--- src/rtl/ram_dma_engine.sv ---
// Byte-wide DMA engine that copies or fills a region of a synchronous-write RAM.
// Copy alternates READ/WRITE per byte; fill writes on every busy cycle.
module ram_dma_engine #(
    parameter int DEPTH = 96,
    parameter int AW    = 7
) (
    input  logic          clk,
    input  logic          reset,
    input  logic          start,
    input  logic          mode,
    input  logic [AW-1:0] src_addr,
    input  logic [AW-1:0] dst_addr,
    input  logic [AW-1:0] length,
    input  logic [7:0]    fill_val,
    input  logic          abort,
    output logic [AW-1:0] mem_addr,
    output logic          mem_write,
    output logic [7:0]    mem_wdata,
    input  logic [7:0]    mem_rdata,
    output logic          busy,
    output logic          done,
    output logic          err,
    output logic [AW-1:0] remaining
);

    typedef enum logic [1:0] {IDLE, READ, WRITE, DONE} state_t;

    localparam logic [AW:0]   DEPTH_L = (AW+1)'(DEPTH);
    localparam logic [AW-1:0] LAST    = AW'(DEPTH - 1);

    state_t        state, state_nx;
    logic          mode_q;
    logic [AW-1:0] src_ptr, dst_ptr;
    logic [7:0]    fill_q, hold_q;
    logic          err_q;
    logic          req_bad;

    function automatic logic [AW-1:0] inc_wrap(input logic [AW-1:0] p);
        return (p == LAST) ? '0 : p + AW'(1);
    endfunction

    always_comb begin
        req_bad = (length == '0)
               || ({1'b0, length}   >  DEPTH_L)
               || ({1'b0, src_addr} >= DEPTH_L)
               || ({1'b0, dst_addr} >= DEPTH_L);
    end

    always_ff @(posedge clk or negedge reset) begin
        if (!reset) begin
            state <= IDLE;
        end else begin
            state <= state_nx;
        end
    end

    // NOTE: every output below is decoded from registered state and registers only,
    // so an asynchronous reset clears them at once and mem_write can never glitch.
    always_comb begin
        state_nx  = state;
        mem_addr  = '0;
        mem_write = 1'b0;
        mem_wdata = '0;
        case (state)
            IDLE: begin
                if (start) begin
                    if (req_bad)   state_nx = DONE;
                    else if (mode) state_nx = WRITE;
                    else           state_nx = READ;
                end
            end
            READ: begin
                mem_addr = src_ptr;
                state_nx = abort ? DONE : WRITE;
            end
            WRITE: begin
                mem_addr  = dst_ptr;
                mem_write = 1'b1;
                mem_wdata = mode_q ? fill_q : hold_q;
                if (abort || remaining == AW'(1)) state_nx = DONE;
                else if (mode_q)                  state_nx = WRITE;
                else                              state_nx = READ;
            end
            DONE:    state_nx = IDLE;
            default: state_nx = IDLE;
        endcase
    end

    always_ff @(posedge clk or negedge reset) begin
        if (!reset) begin
            mode_q    <= 1'b0;
            src_ptr   <= '0;
            dst_ptr   <= '0;
            fill_q    <= '0;
            hold_q    <= '0;
            err_q     <= 1'b0;
            remaining <= '0;
        end else begin
            case (state)
                IDLE: begin
                    if (start) begin
                        mode_q    <= mode;
                        src_ptr   <= src_addr;
                        dst_ptr   <= dst_addr;
                        fill_q    <= fill_val;
                        err_q     <= req_bad;
                        remaining <= req_bad ? '0 : length;
                    end
                end
                READ: begin
                    if (abort) err_q  <= 1'b1;
                    else       hold_q <= mem_rdata;
                end
                WRITE: begin
                    // The write under way commits even when abort arrives with it.
                    src_ptr   <= inc_wrap(src_ptr);
                    dst_ptr   <= inc_wrap(dst_ptr);
                    remaining <= remaining - AW'(1);
                    if (abort) err_q <= 1'b1;
                end
                default: ;
            endcase
        end
    end

    assign busy = (state == READ) || (state == WRITE);
    assign done = (state == DONE);
    assign err  = err_q;

endmodule

--- config.mk ---
export PLATFORM = sky130hd
export DESIGN_NAME = ram_dma_engine
export DESIGN_NICKNAME = d
export VERILOG_FILES = /design/src/rtl/ram_dma_engine.sv
export SDC_FILE = /design/constraint.sdc
export NUM_CORES = 1
export LEC_CHECK = 0
export BUFFER_PORTS_ARGS = -buffer_cell sky130_fd_sc_hd__buf_2
export CAP_MARGIN = 20
export CORE_ASPECT_RATIO = 0.6
export CORE_UTILIZATION = 45
export CTS_CLUSTER_SIZE = 20
export DETAILED_ROUTE_END_ITERATION = 12
export GPL_TIMING_DRIVEN = 0
export PLACE_DENSITY = 0.71
export SYNTH_ARGS = -nofsm -noshare
export SYNTH_HDL_FRONTEND = slang
export SYNTH_SLANG_ARGS = --single-unit
export TNS_END_PERCENT = 50
--- constraint.sdc ---
create_clock -name clk -period 2.9 [get_ports clk]
set_input_delay 0.435 -clock clk [delete_from_list [all_inputs] [get_ports clk]]
set_output_delay 0.435 -clock clk [all_outputs]
set_load 0.03 [all_outputs]
==> flow_summary.toml <==
[clock_tree]
cts_root_buffer = "clkbuf_8"
clk_pin_slew_ps = 90
cts.htree.levels = 2
hold_buffers = 0
cts_tree = "yes"
numClockSinks = 41
cts_buffer_depth = 2
numCtsBuffers = 5
clock_latency_ps = 300

[logic_synthesis]
yosysTopAreaCellShare = 0.402
synth_warnings = 0
synth_area_per_cell_um2 = 9.41
synthTopCellsByArea = "dfrtp_1 (40%), mux2_2 (8.4%), mux2i_1 (4.7%)"
synth_edf_count = 0
yosysSeqAreaShare = 0.402
syn_nets = 321
syn_inst = 271
synthFlopType = "dfrtp_1"
async_flop_share = 1.00
yosysTopAreaCell = "dfrtp_1"
synth_cell_types = 46
ys_ff_latch = 41
synth.cell_area_mm2 = 0.00255

[floorplan]
die_x_um = 99.2
start_util = 0.485
die_h_um = 60.3
rows = 20
io_pins = 68
core_area_mm2 = 0.00526
dieArea_mm2 = 0.00598

[layout]
fin_area_mm2 = 0.00308
final_nets = 394
drive_gt1_frac = 0.299
area_growth_pct = 20.8
seqCellArea_mm2 = 0.00103
multiInputGateArea_mm2 = 0.00142
antenna_cells = 0
num-fill-cells = 485

[route]
routed_via_density = 5.94
drt-total-wl_um = 7140
ant_nets = 0
dr.pass1.iters = 4
drc = 0
vias = 2442
drt-initial-drc-count = 220
post_drt_wl_per_cell_um = 17.4

[setup_path]
worstPathRequired_ps = 2470
cp_common_cell = "buf_2"
worst-path-max-fanout = 10
cp_top_family = "buffers and inverters"
crit_chain = "inv_1 > ha_1 > clkbuf_2 > buf_2 > nand2_1 > a21boi_0 > buf_2"
cp_slowest_cell = "dfrtp_1"
r2r_setup_slack_ps = 670
cp-end-kind = "primary output"
reg2reg_depth = 6
startpoint_type = "register"
arrival_ps = 2310
crit_cells = 7
r2r_start = "state[0]"
critPathBufInv = 4
critical_path_class = "reg -> out"
reg2reg_to = "remaining[6]"
crit_path_max_incr_delay_ps = 420

[grt]
antenna_found_initial = 0
grt_pass1_vias = 2274
grt_use_total = 0.263
grt_pass1_wl_um = 11600
overflow = 0
grt_max_degree = 42

[power_and_ir_drop]
cellPowerDensity_mw_per_mm2 = 1260
power_leakage_nw = 1.39
irDropWorstVdd_mv = 0.574
power_mw = 3.87

[sta]
relSlewSlack = 0.375
rsz0062_at_grt = "false"
timing.fmax_mhz = 364
setup_viol = 0
fin_tns_setup_ps = 0
worst_pin_slew_ps = 937
holdWs_ps = 268
finalMaxSlewViolations = 0
skew_ps = 1.47
setup_slack_ps = 152
min_period_ps = 2750
min_period_over_period = 0.948
hold_viol_final = 0

[placed_design]
port_buffers = 66
gp_congestion = 0.832
placedInstanceArea_mm2 = 0.00296
hpwlAfterDp_um = 5330
place_ws_ps = 135

[flow_run]
maxCapViolations = 0

[min_path]
min-delay-path-class = "in -> async"

[run_status]
status = "completed"
-- cells by family (layout without fill, tap and decap cells) --
family	count (synthesis)	count (layout)	share of synthesized area
DFF	41	41	0.402
and+or+nand+nor	87	87	0.180
muxes	31	31	0.131
adders and majority gates	8	8	0.0392
buffers and inverters	26	100	0.0397
AOI/OAI and AO/OA	78	78	0.208
-- metrics by stage --
stage	utilization	instances
floorplan	-	271
global placement	0.564	403
detailed placement	0.564	403
CTS	0.586	411
global route	0.586	411
finish	0.586	411
-- area by class of cell --
class	instances	share of cell area
clock inverters	3	0.0150
plain buffers	16	0.0215
inverters	10	0.0122
multi-input cells	204	0.462
well taps	66	0.0268
flip-flops and latches	41	0.333
repair buffers	66	0.107
clock buffers	5	0.0223
-- flip-flops by register name (all words and copies together) (netlist names) --
register / count
fill_q: 8
src_ptr: 7
mode_q: 1
remaining: 7
hold_q: 8
err: 1
dst_ptr: 7
state: 2
-- cells in the final DEF (no fill, tap or decap), drive strengths merged, types with 3 or more instances in the layout --
cell type	instances
nand2b	6
dfrtp	41
nor2b	11
clkbuf	17
buf	70
o22a	4
a31o	3
nand2	20
o211ai	5
mux2i	12
mux2	19
nor3	5
a31oi	4
a22oi	10
o21ai	15
nand3	11
inv	10
nor2	14
ha	8
nand4	5
a21oi	17
a21boi	3
o22ai	4
-- cell usage after synthesis (3+ instances only) --
cell type and number:
a21boi_0 3, a21oi_1 17, a22oi_1 10, a31o_2 3
a31oi_1 4, buf_2 3, clkbuf_1 12, dfrtp_1 41
ha_1 8, inv_1 10, mux2_2 19, mux2i_1 12
nand2_1 20, nand2b_1 6, nand3_1 11, nand4_1 5
nor2_1 14, nor2b_1 11, nor3_1 5, o211ai_1 5
o21ai_0 15, o22a_1 4, o22ai_1 4
-- power breakdown --
part / switching [mW] / internal (mW)
clock: 0.228 / 0.258
combinational: 1.38 / 0.862
sequential: 0.287 / 0.860
total: 1.89 / 1.98
-- how the worst max path moves through the flow --
stage / from / end / slack (ps)
4_1_cts: state[0] / mem_addr[5] / 180
5_1_grt: state[0] / mem_addr[5] / 60
3_5_place_dp: state[0] / mem_addr[5] / 130
6_report: state[0] / mem_addr[5] / 150
3_3_place_gp: state[0] / mem_addr[5] / 160
2_1_floorplan: state[0] / mem_addr[5] / 140
-- metal layers --
| metal | track usage | vias to the layer above | part of all wire |
|---|---|---|---|
| met5 | 0 | - | 0 |
| li1 | - | 1157 | - |
| met3 | 0.0667 | 4 | 0.079 |
| met2 | 0.386 | 100 | 0.42 |
| met4 | 0.0924 | 0 | 0.0070 |
| met1 | 0.381 | 1181 | 0.49 |
-- timing repair --
action	CTS	global route
gates resized for setup	2	0
buffers inserted	0	0
setup endpoints to repair	1	0
No activity file was read; power rests on OpenSTA's default activity.
